### src/rtl/sample_scheduler_if.sv
`default_nettype none
// ============================================================================
// Module      : sample_scheduler_if
// Description : Control/status bundle between an acquisition controller and
//               the sample scheduler.
//               start/stop      - run request / abort level
//               div_half        - half sample period in clk cycles
//               num_samples     - samples per run
//               sample_ack      - acknowledge from the capture path
//               flag            - run-enable to the frequency divider
//               sample_req      - one-cycle strobe per sample period
//               busy/done       - run status / completion pulse
//               overrun         - sticky unacknowledged-request error
//               sample_cnt      - sample_req pulses in current/last run
//               Modport slave is the scheduler side, master the controller.
// Revision    : 1.0 - initial release
// ============================================================================
interface sample_scheduler_if;
    logic       start;
    logic       stop;
    logic [7:0] div_half;
    logic [7:0] num_samples;
    logic       sample_ack;
    logic       flag;
    logic       sample_req;
    logic       busy;
    logic       done;
    logic       overrun;
    logic [7:0] sample_cnt;

    modport slave (
        input  start, stop, div_half, num_samples, sample_ack,
        output flag, sample_req, busy, done, overrun, sample_cnt
    );

    modport master (
        output start, stop, div_half, num_samples, sample_ack,
        input  flag, sample_req, busy, done, overrun, sample_cnt
    );
endinterface
`default_nettype wire

### src/rtl/sample_scheduler.sv
`default_nettype none
// ============================================================================
// Module      : sample_scheduler
// Description : Acquisition-run scheduler. On an accepted start it enables
//               the frequency divider (flag), issues one sample_req every
//               2*div_half clk cycles until num_samples requests have been
//               made, waits for the last request to be acknowledged and
//               then pulses done. Tracks unacknowledged requests (overrun).
// Ports       : clk, rst (synchronous, active-high)
//               bus : sample_scheduler_if.slave (see interface header)
// Revision    : 1.0 - initial release
// ============================================================================
module sample_scheduler (
    input  wire logic           clk,
    input  wire logic           rst,
    sample_scheduler_if.slave   bus
);

    typedef enum logic [1:0] {
        S_IDLE  = 2'd0,
        S_RUN   = 2'd1,
        S_DRAIN = 2'd2,
        S_DONE  = 2'd3
    } state_t;

    state_t     state;
    state_t     state_nxt;

    logic [7:0] div_half_q;
    logic [7:0] num_samples_q;
    logic [7:0] sample_cnt_q;
    logic [8:0] period_cnt;
    logic [8:0] period_last;
    logic       pending;
    logic       overrun_q;

    logic       start_ok;
    logic       req;
    logic       last_sample;
    logic       abort;

    // 2*div_half - 1 in 9 bits; div_half is never 0 once a run is accepted.
    assign period_last = {div_half_q, 1'b0} - 9'd1;

    assign start_ok = (state == S_IDLE) && bus.start && !bus.stop &&
                      (bus.div_half != 8'd0) && (bus.num_samples != 8'd0);

    // stop overrides everything in RUN, including the sample strobe, so that
    // an aborted run leaves sample_cnt exactly as it was.
    assign req = (state == S_RUN) && !bus.stop && (period_cnt == period_last);

    assign last_sample = req && ((sample_cnt_q + 8'd1) == num_samples_q);

    assign abort = bus.stop && ((state == S_RUN) || (state == S_DRAIN));

    // ------------------------------------------------------------------
    // Next-state logic
    // ------------------------------------------------------------------
    always_comb begin
        state_nxt = state;
        case (state)
            S_IDLE: begin
                if (start_ok) state_nxt = S_RUN;
            end
            S_RUN: begin
                if (bus.stop)         state_nxt = S_IDLE;
                else if (last_sample) state_nxt = S_DRAIN;
            end
            S_DRAIN: begin
                // An ack arriving this cycle already clears the last request.
                if (bus.stop)                         state_nxt = S_IDLE;
                else if (!pending || bus.sample_ack)  state_nxt = S_DONE;
            end
            S_DONE: begin
                state_nxt = S_IDLE;
            end
            default: state_nxt = S_IDLE;
        endcase
    end

    // ------------------------------------------------------------------
    // State register and datapath
    // ------------------------------------------------------------------
    always_ff @(posedge clk) begin
        if (rst) begin
            state         <= S_IDLE;
            div_half_q    <= 8'd0;
            num_samples_q <= 8'd0;
            sample_cnt_q  <= 8'd0;
            period_cnt    <= 9'd0;
            pending       <= 1'b0;
            overrun_q     <= 1'b0;
        end else begin
            state <= state_nxt;

            if (start_ok) begin
                div_half_q    <= bus.div_half;
                num_samples_q <= bus.num_samples;
                sample_cnt_q  <= 8'd0;
                period_cnt    <= 9'd0;
                pending       <= 1'b0;
                overrun_q     <= 1'b0;
            end else begin
                if ((state == S_RUN) && !bus.stop) begin
                    period_cnt <= (period_cnt == period_last) ? 9'd0
                                                              : period_cnt + 9'd1;
                end

                if (req && (sample_cnt_q != num_samples_q)) begin
                    sample_cnt_q <= sample_cnt_q + 8'd1;
                end

                if (req && pending && !bus.sample_ack) begin
                    overrun_q <= 1'b1;
                end

                // Same-cycle ack retires the old request; the new one stays.
                if (abort) begin
                    pending <= 1'b0;
                end else begin
                    pending <= req | (pending & ~bus.sample_ack);
                end
            end
        end
    end

    // ------------------------------------------------------------------
    // Outputs
    // ------------------------------------------------------------------
    assign bus.flag       = (state == S_RUN);
    assign bus.busy       = (state == S_RUN) || (state == S_DRAIN);
    assign bus.done       = (state == S_DONE);
    assign bus.sample_req = req;
    assign bus.overrun    = overrun_q;
    assign bus.sample_cnt = sample_cnt_q;

endmodule
`default_nettype wire

### src/flat_wrapper.sv
// flat-port wrapper written by rule: the top's interface ports become plain ports
module sample_scheduler_flat 
  (clk, rst, bus_start, bus_stop, bus_div_half, bus_num_samples, bus_sample_ack, bus_flag, bus_sample_req, bus_busy, bus_done, bus_overrun, bus_sample_cnt);
  sample_scheduler_if bus_i ();
  input  wire logic clk;
  input  wire logic rst;
  input wire logic [$bits(bus_i.start)-1:0] bus_start;
  input wire logic [$bits(bus_i.stop)-1:0] bus_stop;
  input wire logic [$bits(bus_i.div_half)-1:0] bus_div_half;
  input wire logic [$bits(bus_i.num_samples)-1:0] bus_num_samples;
  input wire logic [$bits(bus_i.sample_ack)-1:0] bus_sample_ack;
  output wire logic [$bits(bus_i.flag)-1:0] bus_flag;
  output wire logic [$bits(bus_i.sample_req)-1:0] bus_sample_req;
  output wire logic [$bits(bus_i.busy)-1:0] bus_busy;
  output wire logic [$bits(bus_i.done)-1:0] bus_done;
  output wire logic [$bits(bus_i.overrun)-1:0] bus_overrun;
  output wire logic [$bits(bus_i.sample_cnt)-1:0] bus_sample_cnt;
  assign bus_i.start = bus_start;
  assign bus_i.stop = bus_stop;
  assign bus_i.div_half = bus_div_half;
  assign bus_i.num_samples = bus_num_samples;
  assign bus_i.sample_ack = bus_sample_ack;
  assign bus_flag = bus_i.flag;
  assign bus_sample_req = bus_i.sample_req;
  assign bus_busy = bus_i.busy;
  assign bus_done = bus_i.done;
  assign bus_overrun = bus_i.overrun;
  assign bus_sample_cnt = bus_i.sample_cnt;
  sample_scheduler u_core (.clk(clk), .rst(rst), .bus(bus_i));
endmodule
### config.mk
export PLATFORM = sky130hd
export DESIGN_NAME = sample_scheduler_flat
export DESIGN_NICKNAME = d
export VERILOG_FILES = /design/src/rtl/sample_scheduler_if.sv /design/src/rtl/sample_scheduler.sv /design/src/flat_wrapper.sv
export SDC_FILE = /design/constraint.sdc
export NUM_CORES = 1
export LEC_CHECK = 0
export ABC_AREA = 1
export CAP_MARGIN = 15
export CORE_MARGIN = 1
export CORE_UTILIZATION = 25
export CTS_CLUSTER_SIZE = 30
export DETAILED_ROUTE_END_ITERATION = 6
export RECOVER_POWER = 25
export SLEW_MARGIN = 20
export SYNTH_ARGS = -nofsm -noshare
export SYNTH_HDL_FRONTEND = slang
export SYNTH_SLANG_ARGS = --single-unit
### constraint.sdc
create_clock -name clk -period 4.92 [get_ports clk]
set_clock_uncertainty 0.1 [all_clocks]
set_input_delay 1.23 -clock clk [delete_from_list [all_inputs] [get_ports clk]]
set_output_delay 1.23 -clock clk [all_outputs]
set_load 0.01 [all_outputs]
==> Word level (Yosys, flattened, before mapping) <==
Cells that the tools add are included.
W data, S select, Z words.
{ "word_totals": {"reg_bits": 37, "inputBits": 21, "out_inout_bits": 13, "wordCells": 51} }
{ "op_classes": {"n_addsub": 3, "eq_ne": 9, "mux": 7, "bitwise": 3, "reduce_logical": 22} }
{ "ops": {"columns": ["operator", "count"], "rows": [
  ["$reduce_bool A8 Y1", 2],
  ["$logic_and A1 B1 Y1", 11],
  ["$mux W2", 5],
  ["$add A9 B1 Y9 const B", 1],
  ["$eq A9 B9 Y1", 1],
  ["$mux W9", 1],
  ["$sub A9 B1 Y9 const B", 1],
  ["$add A8 B1 Y8 const B", 1],
  ["$eq A8 B8 Y1", 1],
  ["$ne A8 B8 Y1", 1],
  ["$pmux W2 S4", 1],
  ["$eq A2 B2 Y1 const B", 2],
  ["$logic_not A1 Y1", 3],
  ["$ne A3 B2 Y1 const B", 1],
  ["$ne A3 B3 Y1 const B", 1],
  ["$reduce_and A3 Y1", 1],
  ["$reduce_or A3 Y1", 1],
  ["$eq A2 B1 Y1 const B", 1],
  ["$logic_not A2 Y1", 1],
  ["$logic_or A1 B1 Y1", 2],
  ["$ne A2 B1 Y1 const B", 1],
  ["$reduce_or A2 Y1", 1],
  ["$and A1 B1 Y1", 1],
  ["$not A1 Y1", 1],
  ["$or A1 B1 Y1", 1]
]} }

==> Longest topological paths before layout <==
Gate-level depths: netlist of run 1.
{ "depth": {"ltp_word": 7, "mapped_depth": 15, "ltp_nobuf": 15} }

==> Worst setup path before layout of run 1 <==
No wires, ideal clock.
{ "synth_path": {"path_kind": "input to output", "from": "input bus_stop", "to": "output bus_sample_req", "t_arrival_ps": 1860, "t_required_ps": 3590, "slack_ps": 1730, "stages": 4, "path_buffers": 1, "cell_sequence": "nor2_1 -> buf_2 -> nand3_4 -> inv_1"} }
{ "synth_via": {"elab_chain_len": 3} }
{ "synth_lines": {"columns": ["element", "line", "rtl"], "rows": [
  ["from (decl)", "flat_wrapper.sv:8", "input wire logic [$bits(bus_i.stop)-1:0] bus_stop;"],
  ["$logic_not A1 Y1", "sample_scheduler.sv:50", "assign req = (state == S_RUN) && !bus.stop && (period_cnt == period_last);"],
  ["$logic_and A1 B1 Y1 (2 in series)", "sample_scheduler.sv:50", null],
  ["to (decl)", "flat_wrapper.sv:13", "output wire logic [$bits(bus_i.sample_req)-1:0] bus_sample_req;"]
]} }
Every way passes these cells.

==> Final worst setup path of run 1 <==
Ends and elaborated chain as after synthesis.

==> summary.md, run 1 <==
| Metric | Value |
|---|---|
| Final Instance Area | roughly 2900 um^2 |
| Global-route usage over all layers | 0.118 |
| Hold Path Depth | 1 |
| CTS Buffer Depth | 2 |
| PD cells | between 300 and 400 nW/um^2 |
| Most common cell in the netlist | nand2_1 |
| Vias in the first global route | 1,957 |
| DRT Wirelength | about 5.5 mm |
| Hpwl dp | around 4.4 mm |
| Max Cap Viol | 0 |
| Num ports | 34 |
| Area of the die | between 9000 and 10,000 um^2 |
| N_diodes | 0 |
| Area fraction of the dominant cell type after synthesis | 0.314 |
| CP Class | in2out |
| Synth top area cells | dfxtp_1 31%, nand2_1 13%, nor2_1 8.1%, nand3_1 7.8%, inv_1 6.2% |
| Crit-path max FO | 4 |
| Global-route wire length before repair | slightly above 9 mm |
| Largest net degree at the start of global routing | 25 |
| Final setup vio count | 0 |
| Area growth syn-to-layout | 24.5% |
| Initial Util | 0.257 |
| HP Start | u_core.bus.overrun$_SDFFE_PP0P_ |
| CP most frequent cell | clkdlybuf4s50_1 |
| DP Area | ~2800 um^2 |
| Clk sinks | 37 |
| CP max stage delay | roughly 540 ps |
| Slew Limit Fails | 0 |
| Port Buffers | 33 |
| R2R setup slack | approximately 2500 ps |
| CTS tree | built |
| LEAKAGE | around 1.3 nW |
| CTS buffer count | 5 |
| # fillers | between 1,000 and 1,500 |
| Type of origin of the critical path | primary input |
| RSZ-0062 raised after global routing | false |
| TNS Setup | 0 ps |
| Clk_lat worst skew | ~300 ps |
| Top post-synthesis cells by count | 82 x nand2_1, 51 x nor2_1, 39 x inv_1 |
| Rel. slew slack | 0.535 |
| Initial antenna violation count | 0 |
| Worst Hold Class | reg2reg |
| Critical path startpoint | bus_stop |
| Area of the mapped netlist | between 2000 and 2500 um^2 |
| Fin crit period | 4100 ps |
| Share of post-route cells with drive strength above 1 | 0.0789 |
| Final nets | between 400 and 500 |
| Die Height | between 90 and 100 um |
| Gate Count Post-Synth | 358 |
| Crit share post-route | 0.833 |
| Worst-margin pin slew | approximately 700 ps |
| Root buffer cell | clkbuf_8 |
| Sequential share of the synthesized area | 0.314 |
| Ys Warns | 0 |
| Fin. Hold Viols | 0 |
| Worst EP required | between 3000 and 4000 ps |
| Cells along the critical path | clkdlybuf4s50_1 -> nor2_1 -> nand3_4 -> inv_1 -> clkdlybuf4s50_1 |
| Clk pin slew, worst setup/hold paths | about 80 ps |
| Drt pass-1 iters | 4 |
| Synth cell types | 32 |
| Syn nets | around 390 |
| Top FF cell, synth | dfxtp_1 |
| Die width | between 90 and 100 um |
| Fmax | approximately 240 MHz |
| Routed vias | between 2,000 and 2,500 |
| Post-CTS sizing | 0 |
| Final core utilization | 0.320 |
| Status | completed |
| Asr flop ratio synth | 0 |
| Initial DRC count | 110 |
| Synthesized area per cell | 6.60 um^2 |
| DR DRC count | 0 |
| Worst setup EP type | output pin |
| CTS Hold Bufs | 0 |
| Drt wl/cell | between 10 and 15 um |
| Reg2reg path depth | 9 |
| ANT nets after route | 0 |
| Worst R2R Start | u_core.state[0]$_SDFFE_PP0P_ |
| Htree depth | 2 |
| Gr ovfl total | 0 |
| Row Count | 35 |
| Vias per Instance | ~4.5 |
| Worst path slowest cell | clkdlybuf4s50_1 |
| Post-synthesis register bit count | 37 |
| Setup bufs post-CTS | 0 |
| Core Area | 9200 um^2 |
| Worst path arrival time | ~2800 ps |
| Tot Pwr | 1.07 mW |
| EDFF count, synth | 0 |
| Maximum VDD drop | between 150 and 200 uV |
| Synth area leader | dfxtp_1 |
| Routability cong. | 0.873 |
-- metal layers --
| metal | GRT usage | part of all wire |
|---|---|---|
| met5 | 0 | 0 |
| met4 | 0.0475 | 0.024 |
| met3 | 0.0232 | 0.043 |
| met2 | 0.185 | 0.44 |
| met1 | 0.158 | 0.49 |
-- area by class of cell --
cell class	instances	area, um^2	area share
clock inverters	3	65.1	0.0221
repair buffers	34	338	0.115
clock buffers	5	68.8	0.0234
flip-flops and latches	37	741	0.252
inverters	43	161	0.0549
multi-input cells	271	1430	0.486
well taps	111	139	0.0472
-- worst max-delay path: cells and delay by family --
| kind | cells | cell delay [ps] |
|---|---|---|
| buf+inv | 3 | 1100 |
| simple gates | 2 | 430 |
-- where the power goes --
| group | leakage [nW] | internal [mW] | total [mW] | switching (mW) |
|---|---|---|---|---|
| Sequential | 0.301 | 0.330 | 0.363 | 0.0335 |
| Combinational | 0.925 | 0.148 | 0.382 | 0.234 |
| Clock | 0.0681 | 0.202 | 0.321 | 0.120 |
-- per-stage QoR --
step,hold slack [ps],setup WS [ps],std cells
3_5_place_dp,358,826,496
5_1_grt,398,754,504
6_report,367,821,504
3_3_place_gp,358,865,496
2_1_floorplan,345,1730,358
4_1_cts,377,820,504
-- sequential cells by signal, summed over array words and instances (netlist names) --
name,flops
u_core.bus.overrun,1
u_core.bus.sample_cnt,8
u_core.div_half_q,8
u_core.num_samples_q,8
u_core.pending,1
u_core.period_cnt,9
u_core.state,2
-- kinds of logic after synthesis --
kind of cell               count (synthesis)  synth area share
AOI/OAI and AO/OA                         43            0.0980
xor gates and xnor gates                  22            0.0816
adders and majority gates                  8            0.0424
buffers and inverters                     50            0.0816
DFF                                       37             0.314
and+or+nand+nor                          198             0.383
-- path summary, 6_finish.rpt --
check / endpoint
max: bus_sample_req
max reg2reg: u_core.period_cnt[6]$_SDFFE_PP0P_
min: u_core.bus.overrun$_SDFFE_PP0P_
min reg2reg: u_core.bus.overrun$_SDFFE_PP0P_
-- cells in the final DEF (no fill, tap or decap), types with 3 or more instances in the layout --
cell type        synthesis  layout
ha_1                     8       8
nand2_1                 82      82
inv_2                    3       3
nor2_1                  51      51
nand3_1                 37      37
nor2_2                   5       5
dfxtp_1                 37      37
a21oi_1                 19      19
nand4_1                  3       3
nor2_4                   3       3
xor2_1                  13      13
dlygate4sd3_1            0      12
nor3_1                   4       4
clkbuf_8                 0       5
o21ai_0                 17      17
nand2_2                  6       6
inv_1                   39      39
xnor2_1                  9       9
clkdlybuf4s50_1          0      21
No activity file was read; power rests on OpenSTA's default activity.
==> run 2: changes to the inputs <==
clock period = 3.65 ns   (was 4.92 ns; I/O delays follow)
==> run 2 against run 1 <==
Cell area down 1.3%. Largest cell class unchanged. Global-route usage up 0.064 points. Total power up 20%. First-iteration DRC count down 53%. Sequential share of layout area up 0.33 points. Critical endpoint unchanged. Critical path depth up 5. Worst hold slack worse by 6.5 ps. Via count down 1.7%.
==> summary.md, run 2 (same netlist as run 1, synthesis figures left out) <==
| Metric | Value |
|---|---|
| CTS buffer count | 5 |
| Core Area | between 9000 and 10,000 um^2 |
| Die Height | ~100 um |
| Maximum VDD drop | ~260 uV |
| Initial Util | 0.257 |
| Sw power | around 0.51 mW |
| Gr ovfl total | 0 |
| Final hold slack | 360 ps |
| Drt pass-1 iters | 4 |
| Fin. Hold Viols | 0 |
| Max FFs per register | 9 |
| Htree depth | 2 |
| R2R setup slack | approximately 1500 ps |
| Internal power | about 0.8 mW |
| Clk sinks | 37 |
| Share of post-route cells with drive strength above 1 | 0.0812 |
| Clk_lat worst skew | around 290 ps |
| Setup bufs post-CTS | 0 |
| Worst Hold Class | reg2reg |
| Dpl ws | 296 ps |
| Initial antenna violation count | 0 |
| Commonest non-fill, non-tap cell in the layout | nand2_1 |
| Global-route wire length before repair | 9.29 mm |
| Reg2reg path depth | 13 |
| Comb pwr share | 0.406 |
| End of the worst hold path | u_core.bus.overrun$_SDFFE_PP0P_ |
| Type of origin of the critical path | flop |
| Rel. slew slack | 0.711 |
| Hold Path Depth | 1 |
| Clk pin slew, worst setup/hold paths | 70 ps |
| Worst setup EP type | output pin |
| Largest net degree at the start of global routing | 20 |
| Die width | around 100 um |
| Hpwl dp | between 4 and 5 mm |
| Num ports | 34 |
| DP Cell Count | 499 |
| CTS Buffer Depth | 2 |
| Area growth syn-to-layout | 22.9% |
| ANT nets after route | 0 |
| Area of the die | a little under 10,000 um^2 |
| DR DRC count | 0 |
| HP Start | u_core.bus.overrun$_SDFFE_PP0P_ |
| CP Class | reg2out |
| Storage cell area | about 740 um^2 |
| DRT Wirelength | around 5.5 mm |
| Post-CTS sizing | 0 |
| Global-route usage over all layers | 0.118 |
| R2r endpoint | u_core.bus.sample_cnt[7]$_SDFFE_PP0P_ |
| Fin crit period | between 3000 and 4000 ps |
| Worst-margin pin slew | between 400 and 500 ps |
| Worst path arrival time | 2370 ps |
| Tot Pwr | around 1.3 mW |
| Switching Fraction | 0.394 |
| Vias in the first global route | around 2,000 |
| CTS Hold Bufs | 0 |
| Worst EP required | ~2600 ps |
| Routed vias | around 2,200 |
| RSZ-0062 raised after global routing | false |
| Fmax | 295 MHz |
| CTS tree | built |
| Worst R2R Start | u_core.div_half_q[0]$_SDFFE_PP0P_ |
| Routability cong. | ~0.84 |
| Reg with most FFs | u_core.period_cnt |
| Slew Limit Fails | 0 |
| N_diodes | 0 |
| Final setup vio count | 0 |
| Crit share post-route | 0.927 |
| Root buffer cell | clkbuf_8 |
| Port Buffers | 33 |
| LEAKAGE | roughly 1.3 nW |
| Final worst slack | ~270 ps |
| Multi-input gate area | ~1400 um^2 |
| Drt wl/cell | 10.9 um |
| Max Cap Viol | 0 |
| Row Count | 35 |
| Clock Power Share | 0.212 |
| TNS Setup | 0 ps |
| Final nets | approximately 420 |
| PD cells | about 440 nW/um^2 |
| Status | completed |
| Initial DRC count | 52 |
| Crit-path max FO | 6 |
| Fin cells | ~510 |
| Vias per Instance | ~4.5 |
| Seq pwr share | 0.382 |
| # fillers | 1,039 |
| Most frequent cells in the layout | 82 x nand2_1, 51 x nor2_1, 39 x inv_1 |
-- run 2: cell count changes in the layout (fill, tap and decap cells not counted), sizes merged --
cell    previous run  this run
buf                1         4
bufinv             2         0
-- run 2: cell type report --
cell class	count	area share
Clock buffer	5	0.0237
Sequential cell	37	0.255
Inverter	43	0.0556
Multi-Input combinational cell	271	0.492
Clock inverter	1	0.00172
Tap cell	111	0.0478
Timing Repair Buffer	37	0.124
-- run 2: worst max path at each step --
stage | from | end | slack, ps | cells after the start
after CTS | u_core.div_half_q[0]$_SDFFE_PP0P_ | bus_sample_req | 250 | 10
after global routing | u_core.div_half_q[0]$_SDFFE_PP0P_ | bus_sample_req | 60 | 13
after global placement | bus_stop | bus_sample_req | 320 | 5
after floorplan | bus_stop | bus_sample_req | 1100 | 4
after detailed placement | bus_stop | bus_sample_req | 300 | 5
final | u_core.div_half_q[0]$_SDFFE_PP0P_ | bus_sample_req | 270 | 10
-- run 2: critical path: stages (launching register included) --
cell,delay [ps]
dfxtp_1,390
inv_2,90
ha_1,310
xor2_1,130
nand2_1,80
nor2_2,140
nand3_2,100
nor2_4,150
nand3_4,70
inv_1,80
clkdlybuf4s50_1,540
-- run 2: power by group through the flow --
stage	registers, mW	clock network, mW	logic (mW)
floorplan	0.486	0	0.394
global placement	0.497	0	0.515
detailed placement	0.499	0	0.524
CTS	0.490	0.280	0.528
global route	0.494	0.296	0.601
finish	0.490	0.272	0.521
-- run 2: through the flow --
| step | util | area [um^2] |
|---|---|---|
| floorplan | - | 2360 |
| global placement | 0.308 | 2830 |
| detailed placement | 0.308 | 2830 |
| CTS | 0.316 | 2900 |
| global route | 0.316 | 2900 |
| finish | 0.316 | 2900 |
-- run 2: layer usage --
layer | global-route usage | up-vias | part of all wire
met3 | 0.0253 | 5 | 0.041
met4 | 0.0385 | 0 | 0.015
met1 | 0.150 | 981 | 0.49
li1 | - | 1208 | -
met5 | 0 | - | 0
met2 | 0.200 | 54 | 0.46
